`src/rtl/lsu_ctrl_pkg.sv`:
```
// Shared size codes, FSM encoding and attribute struct for the load/store controller.
// LSU_MISALIGN_SPLIT_EN adds the SPLIT state used for byte-wise misaligned accesses.
package lsu_ctrl_pkg;

    localparam int unsigned LSU_DATA_W = 32;

    localparam logic [1:0] SZ_BYTE = 2'b00;
    localparam logic [1:0] SZ_HALF = 2'b01;
    localparam logic [1:0] SZ_WORD = 2'b10;

    typedef enum logic [1:0] {
        ST_IDLE   = 2'b00,
        ST_ACCESS = 2'b01,
`ifdef LSU_MISALIGN_SPLIT_EN
        ST_SPLIT  = 2'b10,
`endif
        ST_RESP   = 2'b11
    } state_e;

    typedef struct packed {
        logic       we;
        logic [1:0] size;
        logic       sign;
    } req_attr_t;

endpackage

```
`src/rtl/lsu_align.sv`:
```
// Combinational access checks (invalid size, misalignment) and sign/zero extension
// of right-aligned load data to the full data width.
module lsu_align
    import lsu_ctrl_pkg::*;
(
    input  logic [1:0]            size,
    input  logic [1:0]            addr_lo,
    input  logic                  sign,
    input  logic [LSU_DATA_W-1:0] raw_data,
    output logic                  invalid_c,
    output logic                  misalign_c,
    output logic [LSU_DATA_W-1:0] ext_data_c
);

    always_comb begin
        invalid_c  = (size == 2'b11);
        misalign_c = 1'b0;
        ext_data_c = raw_data;
        case (size)
            SZ_BYTE: ext_data_c = {{24{sign & raw_data[7]}}, raw_data[7:0]};
            SZ_HALF: begin
                misalign_c = addr_lo[0];
                ext_data_c = {{16{sign & raw_data[15]}}, raw_data[15:0]};
            end
            SZ_WORD: misalign_c = (addr_lo != 2'b00);
            default: ;
        endcase
    end

endmodule

```
`src/rtl/lsu_ctrl.sv`:
```
// Load/store controller: accepts one request at a time and sequences it onto the data-memory port.
// Define LSU_MISALIGN_SPLIT_EN to service misaligned half/word accesses as single-byte accesses.
module lsu_ctrl
    import lsu_ctrl_pkg::*;
#(
    parameter int unsigned ADDR_W = 32,
    parameter int unsigned DATA_W = LSU_DATA_W
) (
    input  logic              clk,
    input  logic              rst_n,
    input  logic              req_valid,
    output logic              req_ready,
    input  logic              req_we,
    input  logic [1:0]        req_size,
    input  logic              req_sign,
    input  logic [ADDR_W-1:0] req_addr,
    input  logic [DATA_W-1:0] req_wdata,
    output logic              resp_valid,
    input  logic              resp_ready,
    output logic [DATA_W-1:0] resp_rdata,
    output logic              resp_err,
    output logic              mem_wr_en,
    output logic              mem_rd_en,
    output logic [1:0]        mem_size,
    output logic              mem_sign_ext,
    output logic [ADDR_W-1:0] mem_addr,
    output logic [DATA_W-1:0] mem_wdata,
    input  logic [DATA_W-1:0] mem_rdata
);

    state_e            state;
    req_attr_t         attr_q;
    logic [1:0]        al_size;
    logic [DATA_W-1:0] al_rdata;
    logic              invalid;
    logic              misalign;
    logic              req_err;
    logic [DATA_W-1:0] ext_data;

    // Checks look at the incoming request; extension uses the latched attributes.
    assign al_size = (state == ST_IDLE) ? req_size : attr_q.size;

`ifdef LSU_MISALIGN_SPLIT_EN
    logic [DATA_W-1:0] wdata_q;
    logic [1:0]        idx_q;
    logic [1:0]        last_idx;
    logic [DATA_W-1:0] asm_data;

    // resp_rdata doubles as the little-endian assembly buffer during SPLIT.
    assign last_idx = (attr_q.size == SZ_HALF) ? 2'd1 : 2'd3;
    assign asm_data = resp_rdata | (DATA_W'(mem_rdata[7:0]) << {idx_q, 3'b000});
    assign al_rdata = (state == ST_SPLIT) ? asm_data : mem_rdata;
    assign req_err  = invalid;
`else
    assign al_rdata = mem_rdata;
    assign req_err  = invalid | misalign;
`endif

    lsu_align u_align (
        .size       (al_size),
        .addr_lo    (req_addr[1:0]),
        .sign       (attr_q.sign),
        .raw_data   (al_rdata),
        .invalid_c  (invalid),
        .misalign_c (misalign),
        .ext_data_c (ext_data)
    );

    always_ff @(posedge clk or negedge rst_n) begin
        if (!rst_n) begin
            state        <= ST_IDLE;
            attr_q       <= '0;
            req_ready    <= 1'b1;
            resp_valid   <= 1'b0;
            resp_rdata   <= '0;
            resp_err     <= 1'b0;
            mem_wr_en    <= 1'b0;
            mem_rd_en    <= 1'b0;
            mem_size     <= '0;
            mem_sign_ext <= 1'b0;
            mem_addr     <= '0;
            mem_wdata    <= '0;
`ifdef LSU_MISALIGN_SPLIT_EN
            wdata_q      <= '0;
            idx_q        <= '0;
`endif
        end else begin
            case (state)
                ST_IDLE: begin
                    if (req_valid && req_ready) begin
                        attr_q    <= '{we: req_we, size: req_size, sign: req_sign};
                        req_ready <= 1'b0;
                        if (req_err) begin
                            resp_valid <= 1'b1;
                            resp_err   <= 1'b1;
                            resp_rdata <= '0;
                            state      <= ST_RESP;
                        end
`ifdef LSU_MISALIGN_SPLIT_EN
                        else if (misalign) begin
                            wdata_q      <= req_wdata;
                            idx_q        <= '0;
                            mem_wr_en    <= req_we;
                            mem_rd_en    <= ~req_we;
                            mem_size     <= SZ_BYTE;
                            mem_sign_ext <= 1'b0;
                            mem_addr     <= req_addr;
                            mem_wdata    <= DATA_W'(req_wdata[7:0]);
                            state        <= ST_SPLIT;
                        end
`endif
                        else begin
                            mem_wr_en    <= req_we;
                            mem_rd_en    <= ~req_we;
                            mem_size     <= req_size;
                            mem_sign_ext <= req_sign;
                            mem_addr     <= req_addr;
                            mem_wdata    <= req_wdata;
                            state        <= ST_ACCESS;
                        end
                    end
                end
                ST_ACCESS: begin
                    mem_wr_en    <= 1'b0;
                    mem_rd_en    <= 1'b0;
                    mem_size     <= '0;
                    mem_sign_ext <= 1'b0;
                    mem_addr     <= '0;
                    mem_wdata    <= '0;
                    resp_rdata   <= attr_q.we ? '0 : ext_data;
                    resp_err     <= 1'b0;
                    resp_valid   <= 1'b1;
                    state        <= ST_RESP;
                end
`ifdef LSU_MISALIGN_SPLIT_EN
                ST_SPLIT: begin
                    if (!attr_q.we) begin
                        resp_rdata <= asm_data;
                    end
                    if (idx_q == last_idx) begin
                        mem_wr_en  <= 1'b0;
                        mem_rd_en  <= 1'b0;
                        mem_addr   <= '0;
                        mem_wdata  <= '0;
                        resp_rdata <= attr_q.we ? '0 : ext_data;
                        resp_err   <= 1'b0;
                        resp_valid <= 1'b1;
                        state      <= ST_RESP;
                    end else begin
                        idx_q     <= 2'(idx_q + 2'd1);
                        mem_addr  <= mem_addr + ADDR_W'(1);
                        mem_wdata <= DATA_W'(wdata_q[{2'(idx_q + 2'd1), 3'b000} +: 8]);
                    end
                end
`endif
                ST_RESP: begin
                    if (resp_ready) begin
                        resp_valid <= 1'b0;
                        resp_rdata <= '0;
                        resp_err   <= 1'b0;
                        req_ready  <= 1'b1;
                        state      <= ST_IDLE;
                    end
                end
                default: state <= ST_IDLE;
            endcase
        end
    end

endmodule

```
`config.mk`:
```
export PLATFORM = sky130hd
export DESIGN_NAME = lsu_ctrl
export DESIGN_NICKNAME = d
export VERILOG_FILES = /design/src/rtl/lsu_ctrl_pkg.sv /design/src/rtl/lsu_align.sv /design/src/rtl/lsu_ctrl.sv
export SDC_FILE = /design/constraint.sdc
export NUM_CORES = 1
export LEC_CHECK = 0
export CORE_ASPECT_RATIO = 1.1
export CORE_MARGIN = 2
export CORE_UTILIZATION = 46
export DETAILED_ROUTE_END_ITERATION = 6
export GPL_ROUTABILITY_DRIVEN = 0
export HOLD_SLACK_MARGIN = 0.12
export PLACE_DENSITY_LB_ADDON = 0.08
export SLEW_MARGIN = 10
export SYNTH_ARGS = -nofsm -noshare
export SYNTH_HDL_FRONTEND = slang
export SYNTH_SLANG_ARGS = --single-unit
```
`constraint.sdc`:
```
create_clock -name clk -period 3 [get_ports clk]
set_input_delay 0.6 -clock clk [delete_from_list [all_inputs] [get_ports clk]]
set_output_delay 0.6 -clock clk [all_outputs]
set_load 0.05 [all_outputs]
```
==> flow_summary.yaml <==
setup_path:
  max_stage_delay_ns: 0.54
  ff2ff_path_depth: 6
  crit_start: "req_size[0]"
  cp-start-kind: "primary input"
  endpoint_kind: "register"
  critPathKind: "primary input to register"
  crit_chain: "clkdlybuf4s50_1 -> nor3b_1 -> or4b_1 -> o211ai_1 -> buf_4 -> buf_12 -> mux2i_1"
  crit_fanout: 31
  critPathBufInv: 3
  r2r_slack_ns: 0.75
  r2r-end: "mem_wdata[17]"
  arrival_ns: 2.65
  slowest_stage: "or4b_1"
  critical_path_depth: 7
  crit_required_ns: 3.26
  regToRegStartpoint: "state[1]"
  cpLargestDelayFamily: "buffers and inverters"
  endpoint: "mem_wdata[17]"
timing:
  skew_ns: 0.00386
  hold_viol_final: 0
  layout_setup_ws_ns: 0.603
  worst_slew_pin_slew_ns: 1.06
  whs_ns: 0.182
  final-setup-viol-count: 0
  tns_ns: 0
  fin_crit_sh: 0.799
  layout_min_cycle_time_ns: 2.40
  rsz0062_at_grt: "no"
  slew_headroom: 0.287
  drv_slew: 0
  clock.fmax_mhz: 417
grt:
  grt_usage: 0.233
  grt_overflow: 0
  antenna_found_initial: 0
  grt_pass1_vias: 4326
  grt_max_degree: 69
  grt_pass1_wl_mm: 22.2
drt:
  drcViolationCount: 0
  drtIter0Drc: 198
  vias_per_cell: 4.95
  wl_per_cell_um: 15.6
  ant_nets: 0
  first_pass_iters: 4
  wirelength_mm: 13.2
  vias: 4189
die:
  num_rows: 39
  die_x_um: 104
  die_h_um: 114
  core_um2: 10500
  start_util: 0.478
  dieArea_um2: 11800
  io_pins: 208
yosys:
  ys_seq_area_frac: 0.549
  synth_area_leaders: "dfrtp_1 54%, mux2i_1 15%, nand2_1 7.8%, inv_1 5.3%, o22ai_1 3.1%"
  synth_top_cells_by_count: "109 x dfrtp_1, 104 x nand2_1, 76 x mux2i_1, 71 x inv_1, 25 x o22ai_1"
  syn_area_um2: 5010
  syn_inst: 492
  synth_flop_cell: "dfrtp_1"
  ys_async_sr_fraction: 1.00
  yosysMostFrequentCell: "dfrtp_1"
  ys.warnings.count: 0
  synth_edf_count: 0
  synth_area_per_cell_um2: 10.2
  synth_seq_cells: 110
  synth.distinct_cells: 39
  yosys.area.top_type_share: 0.544
  synth_area_leader_cell: "dfrtp_1"
  syn_nets: 596
clock_network:
  ctsHoldBuffers: 0
  post-cts-setup-buffers: 0
  clk_latency_ns: 0.34
  post_cts_resized: 0
  cts_made_buffers: 9
  cts.sinks: 110
  cts_tree: "yes"
  htreeDepth: 3
  clockBufferDepth: 2
  clock-root-buffer: "clkbuf_16"
  cts.reportedPaths.clkPinSlew_ns: 0.07
placement:
  hpwlAfterDp_mm: 9.55
  place_area_um2: 7250
  post-place-ws_ns: 0.245
  io_buffers: 207
cells_and_area:
  drive_gt1_frac: 0.0541
  n_antenna_cell: 0
  nets: 802
  final_cell_area_um2: 7530
  fillCellCount: 794
  syn_to_final_growth_pct: 50.1
power:
  ir_drop_v: 0.000594
  p_leak_nw: 3.49
  power.density_nw_per_um2: 1290
run:
  max_cap_viol_count: 0
hold_path:
  hold_class: "primary input to async pin"
status:
  status: "complete, no violations"
power by group:
part / total [mW] / switching [mW] / internal, mW / leakage (nW)
sequential: 2.55 / 0.405 / 2.15 / 1.40
combinational: 6.05 / 3.89 / 2.16 / 1.96
clock: 1.15 / 0.499 / 0.651 / 0.132
flip-flops by register name, summed over array words and instances (netlist names):
| signal | count |
|---|---|
| mem_addr | 32 |
| mem_sign_ext | 1 |
| mem_size | 2 |
| req_ready | 1 |
| mem_wr_en | 1 |
| mem_wdata | 32 |
| resp_valid | 1 |
| resp_err | 1 |
| resp_rdata | 32 |
| mem_rd_en | 1 |
| state | 2 |
| attr_q | 4 |
through the flow:
stage | power (mW) | cells | util
2_1_floorplan | 6.75 | 492 | -
5_1_grt | 10.3 | 846 | 0.718
4_1_cts | 9.83 | 846 | 0.718
3_5_place_dp | 8.66 | 830 | 0.691
6_report | 9.75 | 846 | 0.718
3_3_place_gp | 8.53 | 830 | 0.691
logic make-up after synthesis:
group	Yosys count	share of synthesized area
simple gates	138	0.115
flops	110	0.549
buf+inv	98	0.0826
mux	82	0.165
compound gates	64	0.0878
routing by layer:
metal	track usage	share of wire	wire (um)
met1	0.300	0.43	5660
met2	0.396	0.50	6560
met3	0.0417	0.051	680
met4	0.0910	0.023	304
met5	0	0	0
worst register-to-register path: stages (launching register included):
cell	delay, ns
dfrtp_1	0.63
nor3b_1	0.20
or4b_1	0.54
o211ai_1	0.11
buf_4	0.20
buf_12	0.24
mux2i_1	0.25
worst min path at each step:
stage | slack [ns] | cells past startpoint | from | to
CTS | 0.19 | 1 | rst_n | mem_wdata[25]
floorplan | 0.30 | 0 | rst_n | attr_q[0]
detailed placement | 0.51 | 2 | mem_wdata[14] | mem_wdata[14]
finish | 0.18 | 1 | rst_n | mem_wdata[25]
global placement | 0.47 | 1 | mem_rd_en | mem_rd_en
global route | 0.22 | 1 | rst_n | mem_wdata[25]
cells in the final DEF (no fill, tap or decap), types with 2 or more instances in the layout:
master	n
inv_1	71
nor3b_1	3
buf_4	13
clkbuf_16	9
o21a_1	3
clkbuf_1	6
nor2_1	21
nand2_1	103
a22oi_1	9
a211oi_2	2
mux2i_1	76
mux2_2	5
o22ai_1	25
clkdlybuf4s50_1	206
dfrtp_1	109
a21oi_1	3
nand3b_1	2
buf_12	2
o21ai_0	13
layout make-up:
| type | instances | area, um^2 | share of cell area |
|---|---|---|---|
| clock inverter | 1 | 30.0 | 0.00399 |
| timing repair buffer | 221 | 2200 | 0.292 |
| sequential | 110 | 2750 | 0.366 |
| clock buffer | 15 | 248 | 0.0329 |
| multi-input combinational | 284 | 1850 | 0.246 |
| inverter | 72 | 270 | 0.0359 |
| tap | 143 | 179 | 0.0238 |
(Power assumes the default switching activity.)
==> RTL change (config.mk and constraints unchanged) <==
`ADDR_W`: 32 -> 16.
--- a/src/rtl/lsu_ctrl.sv
+++ b/src/rtl/lsu_ctrl.sv
@@ -5,3 +5,3 @@
 #(
-    parameter int unsigned ADDR_W = 32,
+    parameter int unsigned ADDR_W = 16,
     parameter int unsigned DATA_W = LSU_DATA_W
Interface: changed (resized mem_addr and req_addr); port bits go from 208 to 176. No check against the original RTL was run, so the function may have changed too.
==> RTL change against the unedited design <==
Global-route usage shrank 1.6 points; first-iteration DRC count shrank 24%; setup slack gained 69 ps; sequential cell count shrank 16; final cell count shrank 17%; critical endpoint is now req_ready; power shrank 21%; design area shrank 17%; routed wire length shrank 17%; area after synthesis shrank 14%; via count shrank 14%.
==> RTL change: results (changes against the unedited design) <==
* Status: finished, final reports clean (unchanged)
* Net switching power at 3.96 mW (was 4.79 mW)
* Clock root cell: clkbuf_8 (was clkbuf_16)
* Post-synthesis net count at 500 (was 596)
* Sequential area share after synthesis at 0.544 (was 0.549)
* Largest delay contributor family on the critical path: buffers and inverters (unchanged)
* Pleak at 2.64 nW (was 3.49 nW)
* Min-Delay Path Class: in2async (unchanged)
* Largest net degree at the start of global routing at 57 (was 69)
* Post-Route Skew at 10.6 ps (was 3.86 ps)
* DRT iter0 DRCs at 151 (was 198)
* Post-CTS sizing at 0 (unchanged)
* Maximum VDD drop at 0.665 mV (was 0.594 mV)
* First-pass GRT wire length at 17500 µm (was 22200 µm)
* Reg2reg path depth at 5 (was 6)
* Critical path class: reg2out (was in2reg)
* Antenna diodes at 0 (unchanged)
* Share of layout cells above drive strength 1 at 0.0688 (was 0.0541)
* Max Buffers Root-to-Sink at 2 (unchanged)
* Via count at 3608 (was 4189)
* Final WL at 10900 µm (was 13200 µm)
* Compound-Gate Fraction of Synth Area at 0.0922 (was 0.0878)
* Synth Warn # at 0 (unchanged)
* CP Max Fanout at 5 (was 31)
* Clk Latency, worst-skew pair at 360 ps (was 340 ps)
* Critical path's slowest cell: clkdlybuf4s50_1 (was or4b_1)
* Crit path DAT at 1730 ps (was 2650 ps)
* Slew headroom at 0.440 (was 0.287)
* Biggest regs: mem_wdata: 32 flops, resp_rdata: 32 flops, mem_addr: 16 flops (was mem_addr: 32 flops, mem_wdata: 32 flops, resp_rdata: 32 flops)
* Synth cell types at 39 (unchanged)
* Top cells by count, synth: nand2_1, dfrtp_1, mux2i_1 (was dfrtp_1, nand2_1, mux2i_1)
* Drt pass-1 iters at 5 (was 4)
* Final nets at 664 (was 802)
* Dpl ws at 380 ps (was 245 ps)
* H-Tree Depth at 3 (unchanged)
* CTS buffer count at 9 (unchanged)
* Reg2reg end: mem_wdata[18] (was mem_wdata[17])
* R2R Path Start: state[0] (was state[1])
* Vias in the first global route at 3699 (was 4326)
* Max incr delay on CP at 800 ps (was 540 ps)
* Initial antenna violation count at 0 (unchanged)
* PortBufs at 175 (was 207)
* Mux cell area share after synthesis at 0.152 (was 0.165)
* Detailed placement HPWL at 7760 µm (was 9550 µm)
* Clock slew at reported path FFs at 100 ps (was 70 ps)
* Gr usage total at 0.217 (was 0.233)
* Top cells by area, synth: dfrtp_1, mux2i_1, nand2_1 (unchanged)
* Ys async rst share at 1.00 (unchanged)
## RTL change: worst max path at each step
| stage | startpoint | to | slack [ps] | cells after the start |
|---|---|---|---|---|
| final | req_ready | req_ready | 670 | 1 |
| after global routing | state[1] | mem_wdata[3] | 620 | 4 |
| after CTS | req_ready | req_ready | 660 | 1 |
| after detailed placement | req_size[0] | mem_wdata[12] | 380 | 6 |
| after global placement | req_size[0] | mem_wdata[15] | 470 | 6 |
| after floorplan | req_size[0] | resp_rdata[16] | 1090 | 5 |
## RTL change: layer usage
| layer | up-vias | routed length (µm) | GRT usage |
|---|---|---|---|
| li1 | 1726 | - | - |
| met1 | 1748 | 4650 | 0.281 |
| met2 | 122 | 5380 | 0.358 |
| met3 | 12 | 764 | 0.0472 |
| met4 | 0 | 142 | 0.0704 |
| met5 | - | 0 | 0 |
## RTL change: power by group through the flow
stage / clock network (mW) / registers [mW] / logic, mW
6_report: 0.788 / 2.20 / 4.73
5_1_grt: 0.857 / 2.27 / 5.01
4_1_cts: 0.807 / 2.21 / 4.77
3_5_place_dp: 0 / 2.23 / 4.76
3_3_place_gp: 0 / 2.20 / 4.67
2_1_floorplan: 0 / 3.95 / 1.54
## RTL change: layout make-up
class | instances | area, µm²
Sequential cell | 94 | 2350
Timing Repair Buffer | 183 | 1820
Tap cell | 117 | 146
Multi-Input combinational cell | 285 | 1770
Fill cell | 761 | 2980
Clock buffer | 11 | 141
Inverter | 3 | 11.3
Clock inverter | 5 | 41.3
## RTL change: stage by stage
stage	instance area [µm²]	hold slack, ps	power, mW	utilization	cells
finish	6280	237	7.72	0.679	698
floorplan	4330	304	5.49	-	412
global placement	6100	477	6.88	0.659	682
global route	6280	286	8.14	0.679	698
CTS	6280	268	7.78	0.679	698
detailed placement	6100	485	6.99	0.659	682
